===== config.mk =====
export PLATFORM = sky130hd
export DESIGN_NAME = uart_reg_bridge
export DESIGN_NICKNAME = d
export VERILOG_FILES = /design/src/rtl/uart_pkg.sv /design/src/rtl/rpeak_fifo.sv /design/src/rtl/uart_reg_bridge.sv
export SDC_FILE = /design/constraint.sdc
export NUM_CORES = 1
export LEC_CHECK = 0
export CAP_MARGIN = 20
export CORE_MARGIN = 2
export CORE_UTILIZATION = 30
export CTS_CLUSTER_SIZE = 8
export DETAILED_ROUTE_END_ITERATION = 8
export SLEW_MARGIN = 20
export SYNTH_ARGS = -nofsm -noshare
export SYNTH_HDL_FRONTEND = slang
export SYNTH_SLANG_ARGS = --single-unit
export TNS_END_PERCENT = 5

===== constraint.sdc =====
create_clock -name clk -period 4 [get_ports clk]
set_input_delay 0.4 -clock clk [delete_from_list [all_inputs] [get_ports clk]]
set_output_delay 0.4 -clock clk [all_outputs]
set_load 0.005 [all_outputs]

===== src/rtl/uart_pkg.sv =====
// Shared definitions for the UART register bridge: register map, status/control
// layouts and the protocol FSM state encoding.
package uart_pkg;

  localparam logic [2:0] UART_CR_OFFSET    = 3'd0;
  localparam logic [2:0] UART_SR_OFFSET    = 3'd1;
  localparam logic [2:0] UART_DINL_OFFSET  = 3'd2;
  localparam logic [2:0] UART_DINH_OFFSET  = 3'd3;
  localparam logic [2:0] UART_DOUTL_OFFSET = 3'd4;
  localparam logic [2:0] UART_DOUTM_OFFSET = 3'd5;
  localparam logic [2:0] UART_DOUTH_OFFSET = 3'd6;

  typedef struct packed {
    logic [1:0] reserved;
    logic       proto_err;
    logic       sample_overrun;
    logic       fifo_overflow;
    logic       sample_valid;
    logic       tx_fifo_full;
    logic       tx_fifo_empty;
  } uart_sr_t;

  typedef struct packed {
    logic [4:0] reserved;
    logic       clr_sticky;
    logic       flush;
    logic       alg_ce;
  } uart_cr_t;

  typedef enum logic [1:0] {
    StIdle,
    StWdata,
    StResp
  } uart_state_e;

  // Command bytes carry {4'b0, addr[2:0], rw}; anything else is noise.
  function automatic logic uart_cmd_valid(logic [7:0] b);
    return b[7:4] == 4'h0;
  endfunction

endpackage


===== src/rtl/rpeak_fifo.sv =====
// Synchronous FIFO for R-peak locations. Flush beats push; a push into a full FIFO
// only lands if a pop frees a slot in the same cycle.
module rpeak_fifo #(
  parameter int unsigned Width = 22,
  parameter int unsigned Depth = 8
) (
  input  logic             clk,
  input  logic             rst_n,
  input  logic             push_i,
  input  logic [Width-1:0] data_i,
  input  logic             pop_i,
  input  logic             flush_i,
  output logic [Width-1:0] head_o,
  output logic             full_o,
  output logic             empty_o,
  output logic             overflow_o
);

  localparam int unsigned AddrW = (Depth > 1) ? $clog2(Depth) : 1;
  localparam int unsigned PtrW  = AddrW + 1;

  logic [PtrW-1:0]  wptr_q, rptr_q;
  logic [Width-1:0] mem_q [Depth];
  logic             do_push, do_pop;

  assign empty_o = (wptr_q == rptr_q);
  assign full_o  = (wptr_q[AddrW] != rptr_q[AddrW]) &&
                   (wptr_q[AddrW-1:0] == rptr_q[AddrW-1:0]);

  assign do_pop     = pop_i && !empty_o && !flush_i;
  assign do_push    = push_i && !flush_i && (!full_o || do_pop);
  assign overflow_o = push_i && !flush_i && full_o && !do_pop;
  assign head_o     = mem_q[rptr_q[AddrW-1:0]];

  always_ff @(posedge clk or negedge rst_n) begin
    if (!rst_n) begin
      wptr_q <= '0;
      rptr_q <= '0;
    end else if (flush_i) begin
      wptr_q <= '0;
      rptr_q <= '0;
    end else begin
      if (do_push) wptr_q <= wptr_q + PtrW'(1);
      if (do_pop)  rptr_q <= rptr_q + PtrW'(1);
    end
  end

  always_ff @(posedge clk) begin
    if (do_push) mem_q[wptr_q[AddrW-1:0]] <= data_i;
  end

endmodule


===== src/rtl/uart_reg_bridge.sv =====
// Byte-level register protocol between the UART transceiver and the R-peak core:
// command parsing, sample assembly, and R-peak readback through a snapshot register.
module uart_reg_bridge
  import uart_pkg::*;
#(
  parameter int unsigned DATA_WIDTH     = 11,
  parameter int unsigned CTR_WIDTH      = 22,
  parameter int unsigned FIFO_DEPTH     = 8,
  parameter int unsigned TIMEOUT_CYCLES = 65536
) (
  input  logic                  clk,
  input  logic                  rst_n,
  input  logic [7:0]            rx_data,
  input  logic                  rx_valid,
  output logic [7:0]            tx_data,
  output logic                  tx_valid,
  input  logic                  tx_ready,
  output logic [DATA_WIDTH-1:0] sample_out,
  output logic                  sample_valid,
  input  logic                  sample_ready,
  input  logic [CTR_WIDTH-1:0]  rpeak_loc,
  input  logic                  rpeak_valid,
  output logic                  alg_ce
);

  localparam int unsigned     TmoW    = (TIMEOUT_CYCLES > 1) ? $clog2(TIMEOUT_CYCLES) : 1;
  localparam logic [TmoW-1:0] TmoLast = TmoW'(TIMEOUT_CYCLES - 1);

  uart_state_e           state_q;
  logic [2:0]            addr_q;
  logic [TmoW-1:0]       tmo_cnt_q;
  logic [7:0]            tx_data_q;
  logic                  tx_valid_q;
  logic [DATA_WIDTH-1:0] sample_q;
  logic                  sample_valid_q;
  logic                  alg_ce_q;
  logic [7:0]            dinl_q, dinh_q;
  logic [23:0]           snap_q;
  logic                  snap_valid_q;
  logic                  overflow_q, overrun_q, proto_err_q;

  logic                 cmd_stb, cmd_wr, wdata_stb;
  logic [2:0]           cmd_addr;
  logic                 fifo_pop, fifo_flush, fifo_full, fifo_empty, fifo_overflow;
  logic [CTR_WIDTH-1:0] fifo_head;
  logic [23:0]          head_ext;
  uart_sr_t             sr;
  uart_cr_t             cr_rd;
  logic [7:0]           rdata;

  assign cmd_addr   = rx_data[3:1];
  assign cmd_wr     = rx_data[0];
  assign cmd_stb    = (state_q == StIdle) && rx_valid && uart_cmd_valid(rx_data);
  assign wdata_stb  = (state_q == StWdata) && rx_valid;
  assign fifo_flush = wdata_stb && (addr_q == UART_CR_OFFSET) && rx_data[1];
  assign fifo_pop   = cmd_stb && !cmd_wr && (cmd_addr == UART_DOUTH_OFFSET) && snap_valid_q;
  assign head_ext   = 24'(fifo_head);

  rpeak_fifo #(
    .Width (CTR_WIDTH),
    .Depth (FIFO_DEPTH)
  ) u_rpeak_fifo (
    .clk        (clk),
    .rst_n      (rst_n),
    .push_i     (rpeak_valid),
    .data_i     (rpeak_loc),
    .pop_i      (fifo_pop),
    .flush_i    (fifo_flush),
    .head_o     (fifo_head),
    .full_o     (fifo_full),
    .empty_o    (fifo_empty),
    .overflow_o (fifo_overflow)
  );

  always_comb begin
    sr                = '0;
    sr.tx_fifo_empty  = fifo_empty;
    sr.tx_fifo_full   = fifo_full;
    sr.sample_valid   = sample_valid_q;
    sr.fifo_overflow  = overflow_q;
    sr.sample_overrun = overrun_q;
    sr.proto_err      = proto_err_q;
    cr_rd             = '0;
    cr_rd.alg_ce      = alg_ce_q;
    case (cmd_addr)
      UART_CR_OFFSET:    rdata = cr_rd;
      UART_SR_OFFSET:    rdata = sr;
      UART_DINL_OFFSET:  rdata = dinl_q;
      UART_DINH_OFFSET:  rdata = dinh_q;
      UART_DOUTL_OFFSET: rdata = fifo_empty ? 8'h00 : head_ext[7:0];
      UART_DOUTM_OFFSET: rdata = snap_q[15:8];
      UART_DOUTH_OFFSET: rdata = snap_q[23:16];
      default:           rdata = 8'h00;
    endcase
  end

  always_ff @(posedge clk or negedge rst_n) begin
    if (!rst_n) begin
      state_q        <= StIdle;
      addr_q         <= '0;
      tmo_cnt_q      <= '0;
      tx_data_q      <= '0;
      tx_valid_q     <= 1'b0;
      sample_q       <= '0;
      sample_valid_q <= 1'b0;
      alg_ce_q       <= 1'b1;
      dinl_q         <= '0;
      dinh_q         <= '0;
      snap_q         <= '0;
      snap_valid_q   <= 1'b0;
      overflow_q     <= 1'b0;
      overrun_q      <= 1'b0;
      proto_err_q    <= 1'b0;
    end else begin
      if (sample_valid_q && sample_ready) sample_valid_q <= 1'b0;
      if (fifo_flush) snap_valid_q <= 1'b0;

      unique case (state_q)
        StIdle: begin
          if (cmd_stb) begin
            addr_q <= cmd_addr;
            if (cmd_wr) begin
              state_q   <= StWdata;
              tmo_cnt_q <= '0;
            end else begin
              state_q    <= StResp;
              tx_data_q  <= rdata;
              tx_valid_q <= 1'b1;
              if (cmd_addr == UART_DOUTL_OFFSET) begin
                snap_q       <= fifo_empty ? 24'h0 : head_ext;
                snap_valid_q <= !fifo_empty;
              end
              if (fifo_pop) snap_valid_q <= 1'b0;
            end
          end
        end
        StWdata: begin
          if (rx_valid) begin
            state_q <= StIdle;
            case (addr_q)
              UART_CR_OFFSET: begin
                alg_ce_q <= rx_data[0];
                if (rx_data[2]) begin
                  overflow_q  <= 1'b0;
                  overrun_q   <= 1'b0;
                  proto_err_q <= 1'b0;
                end
              end
              UART_DINL_OFFSET: dinl_q <= rx_data;
              UART_DINH_OFFSET: begin
                // A pending sample is never overwritten; the new one is lost.
                if (sample_valid_q) begin
                  overrun_q <= 1'b1;
                end else begin
                  dinh_q         <= rx_data;
                  sample_q       <= DATA_WIDTH'({rx_data[2:0], dinl_q});
                  sample_valid_q <= 1'b1;
                end
              end
              default: ;
            endcase
          end else if (tmo_cnt_q == TmoLast) begin
            state_q     <= StIdle;
            proto_err_q <= 1'b1;
          end else begin
            tmo_cnt_q <= tmo_cnt_q + TmoW'(1);
          end
        end
        StResp: begin
          if (rx_valid) proto_err_q <= 1'b1;
          if (tx_ready) begin
            tx_valid_q <= 1'b0;
            state_q    <= StIdle;
          end
        end
        default: state_q <= StIdle;
      endcase

      // Placed after the CR write so a coincident overflow survives a sticky clear.
      if (fifo_overflow) overflow_q <= 1'b1;
    end
  end

  assign tx_data      = tx_data_q;
  assign tx_valid     = tx_valid_q;
  assign sample_out   = sample_q;
  assign sample_valid = sample_valid_q;
  assign alg_ce       = alg_ce_q;

endmodule


* After elaboration in Yosys (flattened, before gate mapping)
Memory sizes are Yosys's and may differ from the RTL's.
Cells that the tools add are included.
** Word-level totals
- Bits of input ports :: 36
- Memories kept :: 1
- Bits in registers :: 95
- Output and inout port bits :: 22
- Word-level logic and storage cells :: 143
- RAM bits :: 176
** Memory list
- u_rpeak_fifo.mem_q :: depth 8, bits a word 22, read ports 1, clocked after Yosys merged registers in 0, wr ports 1, line rpeak_fifo.sv:23 : logic [Width-1:0] mem_q [Depth];
** Cells by class
- Muxes and demuxes :: 46
- Eq/ne operators :: 26
- $add $sub $neg :: 3
- Bitwise operators :: 2
- Reductions and logical operators :: 48
** Operators by type and width (count)
- 16-bit 2-to-1 mux :: 4
- 8-bit one-hot mux with 7 select lines :: 1
- 16-bit one-hot mux with 2 select lines :: 1
- 1-bit 2-to-1 mux :: 25
- 22-bit 2-to-1 mux :: 1
- 2-bit nonzero test :: 10
- 2-bit inequality test, second input constant :: 9
- 16-bit by 1-bit adder with 16-bit output, second input constant :: 1
- 16-bit == test, second input constant :: 1
- 1-bit logical AND :: 16
- 4-bit 2-to-1 mux :: 4
- 4-bit AND reduction :: 4
- 5-bit AND reduction :: 3
- 3-bit by 2-bit == test with 1-bit output, second input constant :: 4
- 3-bit AND reduction :: 4
- 2-bit 2-to-1 mux :: 5
- 3-bit == test, second input constant :: 3
- 4-bit by 1-bit adder with 4-bit output, second input constant :: 2
- 8-bit 2-to-1 mux :: 1
- 3-bit logical NOT :: 2
- 3-bit by 2-bit inequality test with 1-bit output, second input constant :: 2
- 1-bit one-hot mux with 2 select lines :: 3
- 2-bit one-hot mux with 3 select lines :: 1
- 1-bit logical NOT :: 5
- other kinds (12) :: 13

* Longest topological paths before layout
Gate-level depths: netlist of the first run.
- Depth in word-level cells :: 12
- Mapped depth :: 9
- Mapped depth without buffers :: 7

* Cells and area by module
From an unflattened synthesis of the first run, not the netlist that was laid out.
** Unflattened totals
- Cells, all modules :: 672
- Area, all modules :: 11028.1 um2
** Modules (own cells, without submodules)
- rpeak_fifo :: instances 1, area each 7248.2 um2, seq. area each 5485.3 um2, cells an instance 334
- uart_reg_bridge :: instances 1, area each 3779.9 um2, seq. area each 1853.0 um2, cells an instance 338

* Worst setup path before layout of the first run
No wires, ideal clock.
- Path kind :: flip-flop to flip-flop
- Start :: reg state_q[0]
- End :: mem u_rpeak_fifo.mem_q[4][0] (enable)
- Stages on the path, launching flop included :: 8
- Period minus slack after synthesis :: 3.711 ns
- Data arrival time :: 3.282 ns
- Slack :: 0.289 ns
- Buffers on the path :: 0
- Required time :: 3.571 ns
- Cells stage by stage :: dfrtp_1 > inv_1 > ha_1 > nor4b_2 > and4_1 > nor2_1 > or3_1 > nor3_1
** On the way
- Longest elaborated chain between the ends :: 12
** Ends and longest elaborated chain
- start, declared :: line uart_reg_bridge.sv:29 : uart_state_e state_q;
- start signal, assigned :: line uart_reg_bridge.sv:99 : state_q <= StIdle;
- start signal, assigned :: line uart_reg_bridge.sv:123 : state_q <= StWdata;
- start signal, assigned :: line uart_reg_bridge.sv:126 : state_q <= StResp;
- 2-bit logical NOT :: line uart_reg_bridge.sv:53 : assign cmd_stb = (state_q == StIdle) && rx_valid && uart_cmd_valid(rx_data);
- 1-bit logical AND (2 in series) :: line uart_reg_bridge.sv:53
- 1-bit logical AND (3 in series) :: line uart_reg_bridge.sv:56 : assign fifo_pop = cmd_stb && !cmd_wr && (cmd_addr == UART_DOUTH_OFFSET) && snap_valid_q;
- 1-bit logical AND (2 in series) :: line rpeak_fifo.sv:30 : assign do_pop = pop_i && !empty_o && !flush_i;
- 1-bit logical OR :: line rpeak_fifo.sv:31 : assign do_push = push_i && !flush_i && (!full_o || do_pop);
- 1-bit logical AND (*) :: line rpeak_fifo.sv:31
- 1-bit 2-to-1 mux (*) :: line rpeak_fifo.sv:49 : if (do_push) mem_q[wptr_q[AddrW-1:0]] <= data_i;
- 1-bit 2-to-1 mux (not written as such) (*) :: line rpeak_fifo.sv:49
- end, declared :: line rpeak_fifo.sv:23
Mark *: on every way between the ends. The rest lies on a longest branch, timed or not.

* Final worst setup path of the first run
- Start :: reg state_q[0]
- End :: mem u_rpeak_fifo.mem_q[0][12] (enable)
The elaborated chain is that of the path after synthesis.

==> results.md, run 1 <==
* Clock latency of the later-clocked register in the worst-skew pair at 0.52 ns
* Net count of the finished layout at 798
* Max Freq at 342 MHz
* Multi-input combinational cell area at 0.00332 mm²
* Setup CP Type: flop to flop
* Biggest area contributors in the synthesized netlist: sky130_fd_sc_hd__edfxtp_1 (49%), sky130_fd_sc_hd__dfrtp_1 (19%), sky130_fd_sc_hd__mux4_2 (9.1%)
* Core Region at 0.0356 mm²
* Part of the Yosys area used for sequential elements at 0.677
* Pin count of the biggest net entering global routing at 83
* Initial Util at 0.305
* Status: finished, final reports clean
* Final TNS setup at 0 ns
* Top-area cell type share of the netlist area at 0.488
* First-pass GRT wire length at 37600 µm
* Max Clock Skew at 0.0129 ns
* GRT Util Overall at 0.129
* Post-CTS Hold Buffers at 0
* Vias at 6026
* Input/output buffers at 57
* Via count normalized by instance count at 4.92
* Clock-pin transition on the worst setup and hold timing paths at 0.05 ns
* Final setup violation count at 0
* Worst rel slew slack at 0.397
* Drt first-iter violations at 343
* Vertical die dimension at 194 µm
* H-tree depth reported by CTS at 2
* Net count after synthesis at 716
* Clk sinks at 258
* Number of standard-cell rows in the floorplan at 69
* Library cell with the highest instance count after synthesis: sky130_fd_sc_hd__edfxtp_1
* Post-place instance area at 0.0120 mm²
* Area delta synth->final at 20.2%
* Instance count of the mapped netlist at 674
* Setup crit end: u_rpeak_fifo.mem_q[0][12]
* Nature of the critical path endpoint: flop
* Total gr overflow at 0
* CTS max path bufs at 3
* Unrepaired setup endpoints after global routing: no
* Detailed-placement wirelength estimate at 15300 µm
* Aggregate routed wire length at 23900 µm
* Setup slack on the worst flop-to-flop path at 1.08 ns
* Count of endpoints failing hold in the final timing report at 0
* Number of antenna violations at the first check in global routing at 1
* Worst Max-Slew Pin Slew at 0.904 ns
* Clock root buffer master: sky130_fd_sc_hd__clkbuf_16
* Reg2reg end: u_rpeak_fifo.mem_q[0][12]
* EDFF count, synth at 176
* TritonCTS clock tree: built
* Fraction of layout cells with a size suffix above 1 at 0.213
* Synth unique cells at 72
* Die Area at 0.0377 mm²
* Launch point of the worst path: state_q[0]
* Post-DR wirelength/cell at 19.5 µm
* First drt pass iteration count at 5
* Max capacitance violation total at 0
* Worst path arrival time at 3.09 ns
* Ratio of final minimum period to clock period at 0.731
* TritonCTS buffer count at 38
* Min-delay worst type: flop to flop
* I/O pin count at 58
* Count of final max-slew check failures at 0
* Drc violations at 0
* Average cell area after synthesis at 16.1 µm²
* Static leakage power at 4.55 nW
* Layout fillers at 3384
* Largest fanout of any net on the critical path at 22
* Final estimated routing congestion in global placement at 0.791
* Leading register cell type out of synthesis: sky130_fd_sc_hd__edfxtp_1
* Post-cts repair resize count at 0
* Shortest period the worst path allows at 2.92 ns
* Syn. warnings at 0
* Antenna cell count at 0
* Share of flip-flops with an asynchronous set or reset after synthesis at 0.318
* Post-CTS setup repair buffer count at 0
* Sequential cell area in the final layout at 0.00734 mm²
* Worst path required time at 4.17 ns
* Die width at 194 µm
* Post-route antenna net violation count at 0
* Worst Setup Start Kind: flop
* Most common library cells after synthesis: sky130_fd_sc_hd__edfxtp_1 (176), sky130_fd_sc_hd__dfrtp_1 (81), sky130_fd_sc_hd__mux4_2 (44)
* Number of cell instances on the worst register-to-register path at 8
* Pwr/cell area at 581 mW/mm²
* Vias in the first global route at 6356
* Maximum VDD drop at 0.320 mV
* Cell type with the highest aggregate area in the netlist: sky130_fd_sc_hd__edfxtp_1
* Flop and latch count out of synthesis at 258
* R2r startpoint: state_q[0]
* Post-synth design cell area at 0.0108 mm²
* Final Cell Area at 0.0130 mm²
-- routing by layer --
metal  part of all wire  vias up  GRT usage
met4              0.019        0     0.0370
met2               0.45      166      0.195
li1                   -     2778          -
met3              0.059       38     0.0336
met1               0.47     3044      0.183
met5                  0        -          0
-- registers in the layout, summed over array words and instances (netlist names) --
register / flops
addr_q: 3
u_rpeak_fifo.mem_q: 176
overflow_q: 1
dinh_q: 6
tx_data: 8
alg_ce: 1
tx_valid: 1
proto_err_q: 1
sample_out: 10
snap_valid_q: 1
sample_valid: 1
u_rpeak_fifo.rptr_q: 4
overrun_q: 1
snap_q: 14
state_q: 2
tmo_cnt_q: 16
u_rpeak_fifo.wptr_q: 4
dinl_q: 8
-- through the flow --
stage	hold WS [ns]	setup slack [ns]	std cells	util	power [W]
2_1_floorplan	0.104	0.289	674	-	0.00428
3_3_place_gp	0.467	0.863	1176	0.337	0.00481
3_5_place_dp	0.475	0.810	1176	0.337	0.00484
4_1_cts	0.0996	1.09	1224	0.366	0.00769
5_1_grt	0.491	0.823	1225	0.366	0.00795
6_report	0.475	1.08	1225	0.366	0.00757
-- area by class of cell --
class	count	share of cell area
sequential	258	0.564
multi-input combinational	372	0.255
inverter	8	0.00231
tap	461	0.0443
clock inverter	3	0.00336
clock buffer	45	0.0750
timing repair buffer	78	0.0562
-- cell usage in the layout, fill, tap and decap left out, types with 7 or more instances in the layout --
cell type	synthesis	final
sky130_fd_sc_hd__a21oi_1	19	19
sky130_fd_sc_hd__buf_4	3	20
sky130_fd_sc_hd__clkbuf_1	22	7
sky130_fd_sc_hd__clkbuf_16	0	38
sky130_fd_sc_hd__clkdlybuf4s50_1	0	56
sky130_fd_sc_hd__dfrtp_1	81	79
sky130_fd_sc_hd__edfxtp_1	176	176
sky130_fd_sc_hd__inv_1	8	8
sky130_fd_sc_hd__mux2_2	29	29
sky130_fd_sc_hd__mux2i_1	35	35
sky130_fd_sc_hd__mux4_2	44	44
sky130_fd_sc_hd__nand2_1	35	35
sky130_fd_sc_hd__nand3_1	13	13
sky130_fd_sc_hd__nor2_1	38	32
sky130_fd_sc_hd__nor2_2	1	7
sky130_fd_sc_hd__o21ai_0	37	37
-- report_power, final --
part	internal [W]	switching, W	total [W]
sequential	0.00336	0.000266	0.00363
combinational	0.000544	0.000611	0.00115
clock	0.00170	0.00109	0.00279
-- worst min path at each step --
stage | from | end | depth (start not counted)
final | snap_q[13] | snap_q[13] | 2
after global routing | sample_ready | sample_valid | 2
after CTS | rst_n | tmo_cnt_q[11] | 1
after detailed placement | snap_q[13] | snap_q[13] | 2
after global placement | snap_q[19] | snap_q[19] | 2
after floorplan | rst_n | addr_q[0] | 0
-- critical path, stage by stage, from the launching register on --
cell,delay [ns]
sky130_fd_sc_hd__dfrtp_1,0.37
sky130_fd_sc_hd__inv_1,0.09
sky130_fd_sc_hd__ha_1,0.28
sky130_fd_sc_hd__nor4b_2,0.41
sky130_fd_sc_hd__and4_1,0.36
sky130_fd_sc_hd__nor2_1,0.09
sky130_fd_sc_hd__or3_1,0.47
sky130_fd_sc_hd__nor2_2,0.14
sky130_fd_sc_hd__buf_4,0.34
-- cell families after synthesis --
logic type / Yosys count / synth area share
muxes: 108 / 0.154
AOI/OAI and AO/OA: 93 / 0.0560
DFF: 258 / 0.677
adders and majority gates: 6 / 0.00693
and+or+nand+nor: 153 / 0.0778
buffers and inverters: 44 / 0.0187
xor gates and xnor gates: 12 / 0.00970
No activity file was read; power rests on OpenSTA's default activity.
==> run 2, diff against run 1 <==
clock period = 2.7 ns   (was 4 ns; I/O delays follow)
==> run 2 against run 1 <==
Against the previous run:
- via count rose by 0.80%
- clock-buffer cell count did not move
- clock skew rose by 0.0093 ns
- final cell count rose by 1.9%
- clock power rose by 48%
- worst hold slack got worse by 0.12 ns
- highest routed layer unchanged
- non-clock buffer count rose by 23
- sequential power rose by 47%
==> results.md, run 2 (synthesis results as in run 1) <==
* Area delta synth->final at 22.6%
* Pin count of the biggest net entering global routing at 52 (-37%)
* Aggregate routed wire length at 23600 µm (-1.3%)
* Setup slack on the worst flop-to-flop path at 0.13 ns (-0.95 ns)
* Vias in the first global route at 6334 (-0.35%)
* Initial Util at 0.305 (unchanged)
* GRT Util Overall at 0.126 (-0.00241)
* Clk sinks at 258 (unchanged)
* TritonCTS buffer count at 38 (unchanged)
* Clock latency of the later-clocked register in the worst-skew pair at 0.52 ns (about the same)
* Die Area at 0.0377 mm² (unchanged)
* Shortest period the worst path allows at 2.57 ns (-0.353 ns)
* Largest fanout of any net on the critical path at 22 (unchanged)
* Final TNS setup at 0 ns (unchanged)
* Delay contributed by the slowest stage of the critical path at 0.51 ns (+0.04 ns)
* Nature of the critical path endpoint: flop
* Drt first-iter violations at 535 (+56%)
* Worst Slack Setup Final at 0.131 ns (-0.947 ns)
* Post-CTS setup repair buffer count at 0 (unchanged)
* I/O pin count at 58 (unchanged)
* H-tree depth reported by CTS at 2 (unchanged)
* Number of flip-flops in the largest register at 176 (unchanged)
* Antenna cell count at 0 (unchanged)
* Total gr overflow at 0 (unchanged)
* Post-CTS Hold Buffers at 1 (+1)
* Post-cts repair resize count at 0 (unchanged)
* Number of cell instances on the worst register-to-register path at 8 (unchanged)
* Most common cell after layout, fill and taps aside: sky130_fd_sc_hd__edfxtp_1
* Worst rel slew slack at 0.531 (+0.134)
* Dpl ws at -0.0216 ns (-0.832 ns)
* Vertical die dimension at 194 µm (unchanged)
* Post-route antenna net violation count at 0 (unchanged)
* Reg2reg end: u_rpeak_fifo.mem_q[4][9]
* Worst path arrival time at 2.77 ns (-0.32 ns)
* Worst Max-Slew Pin Slew at 0.703 ns (-0.200 ns)
* Number of antenna violations at the first check in global routing at 0 (-1)
* Min-delay worst type: input port to async pin
* R2r startpoint: state_q[0]
* Static leakage power at 4.70 nW (+3.3%)
* Clock root buffer master: sky130_fd_sc_hd__clkbuf_16
* Unrepaired setup endpoints after global routing: no
* Worst path required time at 2.90 ns (-1.27 ns)
* Status: finished, final reports clean
* CTS max path bufs at 3 (unchanged)
* Worst Setup Start Kind: flop
* Maximum VDD drop at 0.451 mV (+41%)
* Detailed-placement wirelength estimate at 15800 µm (+3.4%)
* Number of standard-cell rows in the floorplan at 69 (unchanged)
* Worst-path cell with the longest stage delay: sky130_fd_sc_hd__or3_1
* Pwr/cell area at 852 mW/mm² (+47%)
* Final estimated routing congestion in global placement at 0.801 (+1.4%)
* Vias at 6074 (+0.80%)
* Via count normalized by instance count at 4.87 (-1.1%)
* Setup CP Type: flop to flop
* Net count of the finished layout at 821 (+2.9%)
* Count of final max-slew check failures at 0 (unchanged)
* Count of endpoints failing hold in the final timing report at 0 (unchanged)
* Core Region at 0.0356 mm² (unchanged)
* Input/output buffers at 57 (unchanged)
* Chain of cells forming the critical path: inv_1 -> ha_1 -> nor4b_4 -> and4_1 -> nor2_1 -> or3_1 -> nor3_4 -> buf_12
* First drt pass iteration count at 4 (-1)
* Commonest non-fill, non-tap cells in the layout: sky130_fd_sc_hd__edfxtp_1 (176), sky130_fd_sc_hd__dfrtp_1 (79), sky130_fd_sc_hd__clkdlybuf4s50_1 (56)
* Ratio of final minimum period to clock period at 0.952 (+0.221)
* First-pass GRT wire length at 37400 µm (-0.60%)
* Final core occ at 0.374 (+0.00749)
* Max Freq at 389 MHz (+14%)
* Max capacitance violation total at 0 (unchanged)
* Max Clock Skew at 0.0221 ns (+0.00926 ns)
* TritonCTS clock tree: built
* Die width at 194 µm (unchanged)
* Final setup violation count at 0 (unchanged)
* Fraction of layout cells with a size suffix above 1 at 0.236 (+0.0230)
* Post-DR wirelength/cell at 18.9 µm (-3.1%)
* Drc violations at 0 (unchanged)
* Clock-pin transition on the worst setup and hold timing paths at 0.05 ns (about the same)
## run 2: cell count changes in the layout (fill, tap and decap cells not counted)
cell,previous run,this run
sky130_fd_sc_hd__buf_12,0,6
sky130_fd_sc_hd__buf_6,1,0
sky130_fd_sc_hd__nor3_2,2,0
sky130_fd_sc_hd__clkinvlp_4,1,0
sky130_fd_sc_hd__nor4b_4,0,1
sky130_fd_sc_hd__nor4b_2,2,1
sky130_fd_sc_hd__nor3_4,0,2
sky130_fd_sc_hd__buf_4,20,38
sky130_fd_sc_hd__clkinv_4,0,1
## run 2: power breakdown
| part | switching (W) | internal (W) | total (W) |
|---|---|---|---|
| clock | 0.00160 | 0.00253 | 0.00412 |
| combinational | 0.000967 | 0.000915 | 0.00188 |
| sequential | 0.000343 | 0.00498 | 0.00532 |
| total | 0.00291 | 0.00842 | 0.0113 |
## run 2: metrics by stage
step / total power [W] / instance area, µm² / std cells / hold WS (ns)
after global placement: 0.00724 / 12300 / 1199 / 0.358
after CTS: 0.0115 / 13300 / 1248 / 0.345
after detailed placement: 0.00729 / 12300 / 1199 / 0.362
final: 0.0113 / 13300 / 1248 / 0.352
after global routing: 0.0119 / 13300 / 1248 / 0.335
after floorplan: 0.00637 / 10900 / 674 / -0.0256
## run 2: layer usage
metal  vias to the layer above  global-route usage  wire length, µm
met5                         -                   0                0
met4                         0              0.0340              419
met3                        34              0.0297             1330
met2                       159               0.184            10300
met1                      3054               0.189            11600
li1                       2827                   -                -
## run 2: worst max-delay path: cells and delay by family (launching register included)
family / cells / cell delay, ns
buf+inv: 2 / 0.31
fa+ha+maj: 1 / 0.18
simple gates: 5 / 1.38
flops: 1 / 0.38
## run 2: worst max-delay path by stage
stage / startpoint / to / slack [ns] / depth (start not counted)
4_1_cts: state_q[0] / u_rpeak_fifo.mem_q[4][6] / 0.15 / 8
3_3_place_gp: rx_data[0] / u_rpeak_fifo.mem_q[4][0] / -0.02 / 7
3_5_place_dp: rx_data[0] / u_rpeak_fifo.mem_q[4][21] / -0.02 / 7
5_1_grt: state_q[0] / u_rpeak_fifo.mem_q[4][11] / 0.05 / 8
2_1_floorplan: state_q[0] / u_rpeak_fifo.mem_q[3][0] / -0.18 / 7
6_report: state_q[0] / u_rpeak_fifo.mem_q[4][9] / 0.13 / 8
## run 2: cell type report
| cell class | count | area (µm²) |
|---|---|---|
| Fill cell | 3310 | 22300 |
| Clock inverter | 3 | 45.0 |
| Sequential cell | 258 | 7340 |
| Tap cell | 461 | 577 |
| Inverter | 8 | 30.0 |
| Clock buffer | 45 | 977 |
| Timing Repair Buffer | 101 | 976 |
| Multi-Input combinational cell | 372 | 3340 |
